==> src/rtl/shift_add_multiplier_pkg.sv <==
// Shared types and helpers for the shift-and-add multiplier.
package mult_pkg;

    localparam int DEFAULT_WIDTH = 4;

    typedef enum logic [1:0] {
        S_IDLE = 2'd0,
        S_RUN  = 2'd1,
        S_DONE = 2'd2
    } state_t;

    // Bits needed to count down from width to zero inclusive.
    function automatic int cnt_w(input int width);
        return $clog2(width + 1);
    endfunction

endpackage

==> src/rtl/shift_add_multiplier_if.sv <==
// Request/response bundle between a requester and the multiplier.
interface shift_add_multiplier_if #(
    parameter int WIDTH = 4
);
    logic                   start;
    logic [WIDTH-1:0]       a;
    logic [WIDTH-1:0]       b;
    logic                   ready;
    logic                   busy;
    logic                   done;
    logic [2*WIDTH-1:0]     product;

    modport master (
        output start, a, b,
        input  ready, busy, done, product
    );

    modport slave (
        input  start, a, b,
        output ready, busy, done, product
    );
endinterface

==> src/rtl/shift_add_multiplier_add_stage.sv <==
// Combinational ripple-carry adder built from single-bit full-adder cells.
module mult_fa (
    input  logic i_a,
    input  logic i_b,
    input  logic i_c,
    output logic o_s,
    output logic o_c
);
    assign o_s = i_a ^ i_b ^ i_c;
    assign o_c = (i_a & i_b) | (i_c & (i_a ^ i_b));
endmodule

module mult_add_stage #(
    parameter int WIDTH = 4
) (
    input  logic [WIDTH-1:0] a,
    input  logic [WIDTH-1:0] b,
    input  logic             carry_in,
    output logic [WIDTH-1:0] sum,
    output logic             carry_out
);
    logic [WIDTH:0] w_carry;

    assign w_carry[0] = carry_in;
    assign carry_out  = w_carry[WIDTH];

    generate
        for (genvar gi = 0; gi < WIDTH; gi++) begin : g_fa
            mult_fa u_fa (
                .i_a (a[gi]),
                .i_b (b[gi]),
                .i_c (w_carry[gi]),
                .o_s (sum[gi]),
                .o_c (w_carry[gi+1])
            );
        end
    endgenerate
endmodule

==> src/rtl/shift_add_multiplier.sv <==
// Sequential unsigned WIDTH x WIDTH shift-and-add multiplier with start/ready/done handshake.
// Optional macro MULT_ZERO_SKIP_EN: zero operands bypass RUN and finish immediately.
module shift_add_multiplier
    import mult_pkg::*;
#(
    parameter int WIDTH = DEFAULT_WIDTH
) (
    input  logic                  clk,
    input  logic                  rst_n,
    shift_add_multiplier_if.slave bus
);
    localparam int CNT_W = cnt_w(WIDTH);

    state_t               r_state;
    logic [WIDTH-1:0]     r_m;
    logic [WIDTH-1:0]     r_a;
    logic [WIDTH-1:0]     r_q;
    logic                 r_c;
    logic [CNT_W-1:0]     r_count;
    logic                 r_ready;
    logic                 r_busy;
    logic                 r_done;
    logic [2*WIDTH-1:0]   r_product;

    logic [WIDTH-1:0]     w_sum;
    logic                 w_cout;
    logic [WIDTH-1:0]     w_a_sel;
    logic                 w_c_sel;

    mult_add_stage #(.WIDTH(WIDTH)) u_add (
        .a         (r_a),
        .b         (r_m),
        .carry_in  (1'b0),
        .sum       (w_sum),
        .carry_out (w_cout)
    );

    // Add the multiplicand only when the current multiplier bit is set.
    assign {w_c_sel, w_a_sel} = r_q[0] ? {w_cout, w_sum} : {r_c, r_a};

    always_ff @(posedge clk or negedge rst_n) begin
        if (!rst_n) begin
            r_state   <= S_IDLE;
            r_m       <= '0;
            r_a       <= '0;
            r_q       <= '0;
            r_c       <= 1'b0;
            r_count   <= '0;
            r_ready   <= 1'b1;
            r_busy    <= 1'b0;
            r_done    <= 1'b0;
            r_product <= '0;
        end else begin
            case (r_state)
                S_IDLE: begin
                    if (bus.start) begin
                        r_m     <= bus.a;
                        r_q     <= bus.b;
                        r_a     <= '0;
                        r_c     <= 1'b0;
                        r_count <= CNT_W'(WIDTH);
                        r_ready <= 1'b0;
`ifdef MULT_ZERO_SKIP_EN
                        if (bus.a == '0 || bus.b == '0) begin
                            r_product <= '0;
                            r_state   <= S_DONE;
                        end else
`endif
                        begin
                            r_busy  <= 1'b1;
                            r_state <= S_RUN;
                        end
                    end
                end
                S_RUN: begin
                    if (r_count == '0) begin
                        r_product <= {r_a, r_q};
                        r_busy    <= 1'b0;
                        r_done    <= 1'b1;
                        r_state   <= S_DONE;
                    end else begin
                        {r_c, r_a, r_q} <= {w_c_sel, w_a_sel, r_q} >> 1;
                        r_count         <= r_count - CNT_W'(1);
                    end
                end
                S_DONE: begin
                    // The skip path enters here with done low and raises it one cycle later.
                    if (r_done) begin
                        r_done  <= 1'b0;
                        r_ready <= 1'b1;
                        r_state <= S_IDLE;
                    end else begin
                        r_done  <= 1'b1;
                    end
                end
                default: r_state <= S_IDLE;
            endcase
        end
    end

    assign bus.ready   = r_ready;
    assign bus.busy    = r_busy;
    assign bus.done    = r_done;
    assign bus.product = r_product;
endmodule

==> src/flat_wrapper.sv <==
// flat-port wrapper written by rule: the top's interface ports become plain ports
module shift_add_multiplier_flat import mult_pkg::*;
#(
    parameter int WIDTH = DEFAULT_WIDTH
)
  (clk, rst_n, bus_start, bus_a, bus_b, bus_ready, bus_busy, bus_done, bus_product);
  shift_add_multiplier_if #(.WIDTH(WIDTH)) bus_i ();
  input  logic clk;
  input  logic rst_n;
  input wire logic [$bits(bus_i.start)-1:0] bus_start;
  input wire logic [$bits(bus_i.a)-1:0] bus_a;
  input wire logic [$bits(bus_i.b)-1:0] bus_b;
  output wire logic [$bits(bus_i.ready)-1:0] bus_ready;
  output wire logic [$bits(bus_i.busy)-1:0] bus_busy;
  output wire logic [$bits(bus_i.done)-1:0] bus_done;
  output wire logic [$bits(bus_i.product)-1:0] bus_product;
  assign bus_i.start = bus_start;
  assign bus_i.a = bus_a;
  assign bus_i.b = bus_b;
  assign bus_ready = bus_i.ready;
  assign bus_busy = bus_i.busy;
  assign bus_done = bus_i.done;
  assign bus_product = bus_i.product;
  shift_add_multiplier #(.WIDTH(WIDTH)) u_core (.clk(clk), .rst_n(rst_n), .bus(bus_i));
endmodule
==> config.mk <==
export PLATFORM = sky130hd
export DESIGN_NAME = shift_add_multiplier_flat
export DESIGN_NICKNAME = d
export VERILOG_FILES = /design/src/rtl/shift_add_multiplier_pkg.sv /design/src/rtl/shift_add_multiplier_if.sv /design/src/rtl/shift_add_multiplier_add_stage.sv /design/src/rtl/shift_add_multiplier.sv /design/src/flat_wrapper.sv
export SDC_FILE = /design/constraint.sdc
export NUM_CORES = 1
export LEC_CHECK = 0
export ABC_AREA = 1
export BUFFER_PORTS_ARGS = -buffer_cell sky130_fd_sc_hd__buf_4
export CAP_MARGIN = 25
export CORE_MARGIN = 4
export CORE_UTILIZATION = 50
export DETAILED_ROUTE_END_ITERATION = 10
export PLACE_DENSITY = 0.77
export SETUP_SLACK_MARGIN = 0.5
export SYNTH_ARGS = -nofsm -noshare
export SYNTH_HDL_FRONTEND = slang
export SYNTH_HIERARCHICAL = 1
export SYNTH_SLANG_ARGS = --single-unit
==> constraint.sdc <==
create_clock -name clk -period 2.3 [get_ports clk]
set_input_delay 0 -clock clk [delete_from_list [all_inputs] [get_ports clk]]
set_output_delay 0 -clock clk [all_outputs]
set_load 0.01 [all_outputs]
### Word level (Yosys, flattened, before mapping)

Cells that the tools add are included.

* add/sub/neg operators: 1
* equal/unequal tests: 6
* muxes and demuxes: 25
* bitwise operators: 17
* reduce and logical (&&, ||, !) cells: 12

Operators by type and width (number)
* $mux W4: 4
* $pmux W4 S2: 2
* $reduce_and A3 Y1: 4
* $pmux W1 S2: 4
* $and A1 B1 Y1: 7
* $mux W1: 7
* $xor A1 B1 Y1: 7
* $mux W2: 3
* $mux W3: 2
* $pmux W2 S3: 1
* $pmux W3 S2: 1
* $reduce_and A2 Y1: 3
* $reduce_bool A2 Y1: 3
* $mux W5: 1
* $ne A2 B1 Y1 const B: 2
* $ne A2 B2 Y1 const B: 2
* $logic_not A3 Y1: 1
* $or A1 B1 Y1: 3
* $sub A3 B1 Y3 const B: 1
* $eq A2 B1 Y1 const B: 1
* $eq A2 B2 Y1 const B: 1
* $logic_not A2 Y1: 1

* register bits after elaboration: 29

### Depth between registers and ports, before layout

* depth after elaboration: 10
* depth in mapped cells: 8
* gate-level depth less buffers: 8

### Modules after synthesis

The synthesis kept the hierarchy.

By module, submodules not included
* shift_add_multiplier: times used 1, cells an instance 146, area an instance 1350.0 µm²
* mult_fa: times used 4, cells an instance 1, area an instance 20.0 µm²

### Worst setup path after synthesis

OpenSTA, ideal clock, no wires.

* kind: register to register
* start point: register u_core.r_a[0]
* end point: register u_core.r_a[2]
* setup time: 119 ps
* data arrival time: 2246 ps
* data required time: 2181 ps
* setup slack: -65 ps
* stages on the path, launching flop included: 9
* path buffers: 0
* clock period less this slack: 2365 ps
* path through: dfrtp_1 > fa_1 > fa_1 > fa_1 > fa_1 > nand2_1 > o21ai_0 > nand2_1 > o21ai_2

* word-level cells in the longest chain between the ends: 9

RTL lines
* start: declaration: line shift_add_multiplier.sv:16 `logic [WIDTH-1:0] r_a;`
* start signal: assignment: line shift_add_multiplier.sv:82 `{r_c, r_a, r_q} <= {w_c_sel, w_a_sel, r_q} >> 1;`
* $and A1 B1 Y1: line shift_add_multiplier_add_stage.sv:10 `assign o_c = (i_a & i_b) | (i_c & (i_a ^ i_b));`
* named net u_core.u_add.w_carry[1]: line shift_add_multiplier_add_stage.sv:22 `logic [WIDTH:0] w_carry;`
* $and A1 B1 Y1: line shift_add_multiplier_add_stage.sv:10
* $or A1 B1 Y1: line shift_add_multiplier_add_stage.sv:10
* named net u_core.u_add.w_carry[2]: line shift_add_multiplier_add_stage.sv:22
* $and A1 B1 Y1: line shift_add_multiplier_add_stage.sv:10
* $or A1 B1 Y1: line shift_add_multiplier_add_stage.sv:10
* named net u_core.u_add.w_carry[3]: line shift_add_multiplier_add_stage.sv:22
* $xor A1 B1 Y1: line shift_add_multiplier_add_stage.sv:9 `assign o_s = i_a ^ i_b ^ i_c;`
* named net u_core.w_sum[3]: line shift_add_multiplier.sv:25 `logic [WIDTH-1:0] w_sum;`
* $mux W5: line shift_add_multiplier.sv:39 `assign {w_c_sel, w_a_sel} = r_q[0] ? {w_cout, w_sum} : {r_c, r_a};`
* $mux W4: line shift_add_multiplier.sv:76 `if (r_count == '0) begin`
* $pmux W4 S2: line shift_add_multiplier.sv:54 `case (r_state)`

The timed path passes the listed nets, and every way through them passes these cells. The select of a mux whose other input is x is not followed.
A chain may end at the register's enable or synchronous reset.

### Worst setup path in the final report

* start point: register u_core.r_m[0]
* end point: register u_core.r_a[2]

* word-level cells in the longest chain between the ends: 9

RTL lines
* start: declaration: line shift_add_multiplier.sv:15 `logic [WIDTH-1:0] r_m;`
* start signal: assignment: line shift_add_multiplier.sv:57 `r_m <= bus.a;`
* $and A1 B1 Y1: line shift_add_multiplier_add_stage.sv:10
* named net u_core.u_add.w_carry[1]: line shift_add_multiplier_add_stage.sv:22
* $and A1 B1 Y1: line shift_add_multiplier_add_stage.sv:10
* $or A1 B1 Y1: line shift_add_multiplier_add_stage.sv:10
* named net u_core.u_add.w_carry[2]: line shift_add_multiplier_add_stage.sv:22
* $and A1 B1 Y1: line shift_add_multiplier_add_stage.sv:10
* $or A1 B1 Y1: line shift_add_multiplier_add_stage.sv:10
* named net u_core.u_add.w_carry[3]: line shift_add_multiplier_add_stage.sv:22
* $xor A1 B1 Y1: line shift_add_multiplier_add_stage.sv:9
* named net u_core.w_sum[3]: line shift_add_multiplier.sv:25
* $mux W5: line shift_add_multiplier.sv:39
* $mux W4: line shift_add_multiplier.sv:76
* $pmux W4 S2: line shift_add_multiplier.sv:54

The timed path passes the listed nets, and every way through them passes these cells. The select of a mux whose other input is x is not followed.

==> results by group <==
Status
  – Status: completed

CTS
  – CTS sink count: 28
  – TritonCTS clock tree: built
  – Clk Latency, worst-skew pair: 0.33 ns
  – Root buf cell: clkbuf_4
  – TritonCTS buffer count: 3
  – Clock Pin Slew Worst Setup and Hold Paths: 0.15 ns
  – Htree depth: 1
  – Max Buffers Root-to-Sink: 2

STA
  – Max Slew Vio Count: 0
  – Final setup margin: 0.0340 ns
  – Final setup fails: 0
  – Clk_skew: 0.00670 ns
  – Setup_tns: 0 ns
  – Tcrit/Tclk final: 98.5%
  – Worst hold margin: 0.0992 ns
  – Min Tclk post-route: 2.27 ns
  – Final-report hold violation count: 0
  – RSZ-0062 raised after global routing: yes
  – Fmax: 441 MHz

Power and ir drop
  – Internal power: 1.21 mW
  – Maximum vdd drop: 787 uV
  – Pwr Total: 2.23 mW
  – Sw Pwr: 1.02 mW
  – Lkg Pwr: 0.859 nW
  – Logic pwr share: 52.1%
  – Clk pwr share: 9.5%
  – Sequential share of power: 38.5%
  – Power per cell area: 1310 nW/um^2
  – Sw Share: 45.6%

Worst setup path
  – Slowest stage delay, CP: 0.48 ns
  – Kind of critical path: reg2reg
  – Worst Setup Start Kind: register
  – Cell mode on critical path: fa_2
  – Critical Path Fanout Max: 2
  – Crit path DAT: 2.54 ns
  – Critical Path RT: 2.57 ns
  – CP cell instances: fa_2, fa_2, fa_2, fa_1, nand2_1, o21ai_1, nand2_1, o21ai_2
  – Slowest cell on the critical path: fa_1
  – Setup crit end kind: register

Placement
  – Detailed placement HPWL: 1790 um
  – DP Area: 1580 sq um
  – Gpl congestion: 0.713
  – Pre-CTS setup slack: 0.0308 ns
  – Post-placement cell count: 198
  – Port Buf Inserts: 21

Yosys
  – Share of the synthesized area in the top cell type: 47.2%
  – Synthesized area per cell: 9.53 sq um
  – Mapped Nets: 167
  – Synthesized area: 1430 sq um
  – Post-synth EDFFs: 0
  – Post-synthesis sequential area ratio: 49.1%
  – Area leader, netlist: dfrtp_1
  – Ys async rst share: 100%
  – Synth top area cells: dfrtp_1 (47%), nand2_1 (13%), o21ai_2 (8.0%), fa_1 (5.6%), inv_1 (3.4%)
  – Primary FF master, synth: dfrtp_1
  – Post-synthesis register bit count: 28
  – Cell variety after synth: 21
  – Mapped Cells: 150
  – Post-synth top cells: nand2_1 (50), dfrtp_1 (27), inv_1 (13), o21ai_2 (13), o21ai_0 (9)
  – Cell with the most instances after synthesis: nand2_1
  – Synth warn: 6

Cells and area
  – Fin area: 1700 sq um
  – Post-layout util: 62.3%
  – Syn-to-layout area delta: 19.2%
  – Share of cells above drive strength 1: 32.6%
  – Multi-input logic area: 617 sq um
  – Nets: 199
  – Fillers: 234
  – Ant. Diodes: 0
  – Post-Layout Cell Count: 212
  – Area taken by flip-flops and latches: 702 sq um

Routing
  – Drt first pass iters: 4
  – Via-per-instance ratio: 4.82
  – DRC Markers: 0
  – Final wirelength: 2660 um
  – Initial DRC count: 40
  – DR WL/cell: 12.5 um
  – Vias: 1022
  – Post-DRT Antenna Nets: 0

Global routing
  – Pin count of the biggest net entering global routing: 29
  – Total track usage: 15.9%
  – Initial antenna violation count: 0
  – Number of global-route vias before repair: 1002
  – First-pass GRT wire length: 4330 um
  – Residual overflow from global routing: 0

Floorplan
  – CORE AREA: 2730 sq um
  – Die W: 61.5 um
  – Rows: 19
  – Die area: 3780 sq um
  – # IOs: 22
  – Initial Utilization: 52.3%
  – Height of the die: 61.5 um

Worst hold path
  – Worst min path class: in2async

Run
  – Max-Cap Viols: 0
==> kinds of logic after synthesis <==
family | count (synthesis) | share of synthesized area [%]
AO/OA/AOI/OAI | 22 | 11.1
adder cells (fa/ha/maj) | 6 | 7.35
buffers and inverters | 21 | 8.31
flip-flops | 28 | 49.1
other | 1 | 0.262
AND/OR/NAND/NOR | 72 | 23.9
==> state kept, by name (all words and copies together) (netlist names) <==
| signal | cells |
|---|---|
| u_core/bus.ready | 1 |
| u_core/r_a | 4 |
| u_core/bus.done | 1 |
| u_core/r_count | 3 |
| u_core/bus.busy | 1 |
| u_core/r_m | 4 |
| u_core/r_q | 4 |
| u_core/bus.product | 8 |
| u_core/r_state | 2 |
==> layer usage <==
layer | track usage, % | part of all wire (%) | vias to the layer above | wire length (um)
met4 | 9.09 | 2.5 | 0 | 67
met5 | 0 | 0 | - | 0
met2 | 27.2 | 51 | 21 | 1350
li1 | - | - | 526 | -
met3 | 2.10 | 4.8 | 7 | 128
met1 | 18.9 | 42 | 468 | 1110
==> cell usage in the layout (no fill, tap or decap), drive strengths merged <==
| cell type | synthesis | routed |
|---|---|---|
| nand3 | 9 | 9 |
| inv | 16 | 16 |
| fa | 4 | 4 |
| nand2 | 59 | 59 |
| clkinv | 1 | 1 |
| ha | 2 | 2 |
| dfrtp | 27 | 27 |
| buf | 4 | 22 |
| dfstp | 1 | 1 |
| nor2 | 3 | 3 |
| clkbuf | 0 | 4 |
| conb | 1 | 1 |
| o21ai | 22 | 22 |
| or2 | 1 | 1 |
| dlygate4sd3 | 0 | 9 |
==> critical path, delay by kind of cell, from the launching register on <==
family	cells	cell delay, ns
adder cells (fa/ha/maj)	4	1.52
flip-flops	1	0.43
AO/OA/AOI/OAI	2	0.13
AND/OR/NAND/NOR	2	0.12
==> what timing repair did <==
| item | in CTS | in global routing |
|---|---|---|
| resized for setup | 0 | 1 |
| hold endpoints to repair | 36 | 0 |
| hold buffers | 9 | 0 |
| endpoints found under the setup margin | 3 | 3 |
| buffers inserted | 0 | 1 |
| pin swaps | 1 | 1 |
==> final timing paths <==
path	slack, ns	start	endpoint	depth (start not counted)
worst max-delay path	0.03	u_core/r_m[0]$_DFFE_PN0P_	u_core/r_a[2]$_DFFE_PN0P_	8
worst min-delay path	0.1	rst_n	u_core/r_a[1]$_DFFE_PN0P_	2
worst max register to register	0.03	u_core/r_m[0]$_DFFE_PN0P_	u_core/r_a[2]$_DFFE_PN0P_	8
worst min register to register	0.48	u_core/bus.ready$_DFFE_PN1P_	u_core/bus.ready$_DFFE_PN1P_	2
max in group asynchronous	1.89	rst_n	u_core/bus.ready$_DFFE_PN1P_	2
min in group clk	0.14	bus_start	u_core/bus.ready$_DFFE_PN1P_	4
==> cell type report <==
class | instances | area share (%)
Tap cell | 31 | 2.28
Multi-Input combinational cell | 101 | 36.2
Clock buffer | 4 | 1.54
Inverter | 17 | 3.82
Timing Repair Buffer | 31 | 15.0
Sequential cell | 28 | 41.2
==> power by group through the flow <==
stage | Combinational [mW] | Sequential [mW] | Clock, mW
global placement | 1.10 | 0.859 | 0
detailed placement | 1.14 | 0.871 | 0
CTS | 1.17 | 0.861 | 0.224
finish | 1.16 | 0.859 | 0.211
floorplan | 0.933 | 0.868 | 0
global route | 1.33 | 0.890 | 0.237
Power figures use the tool's default switching activity.
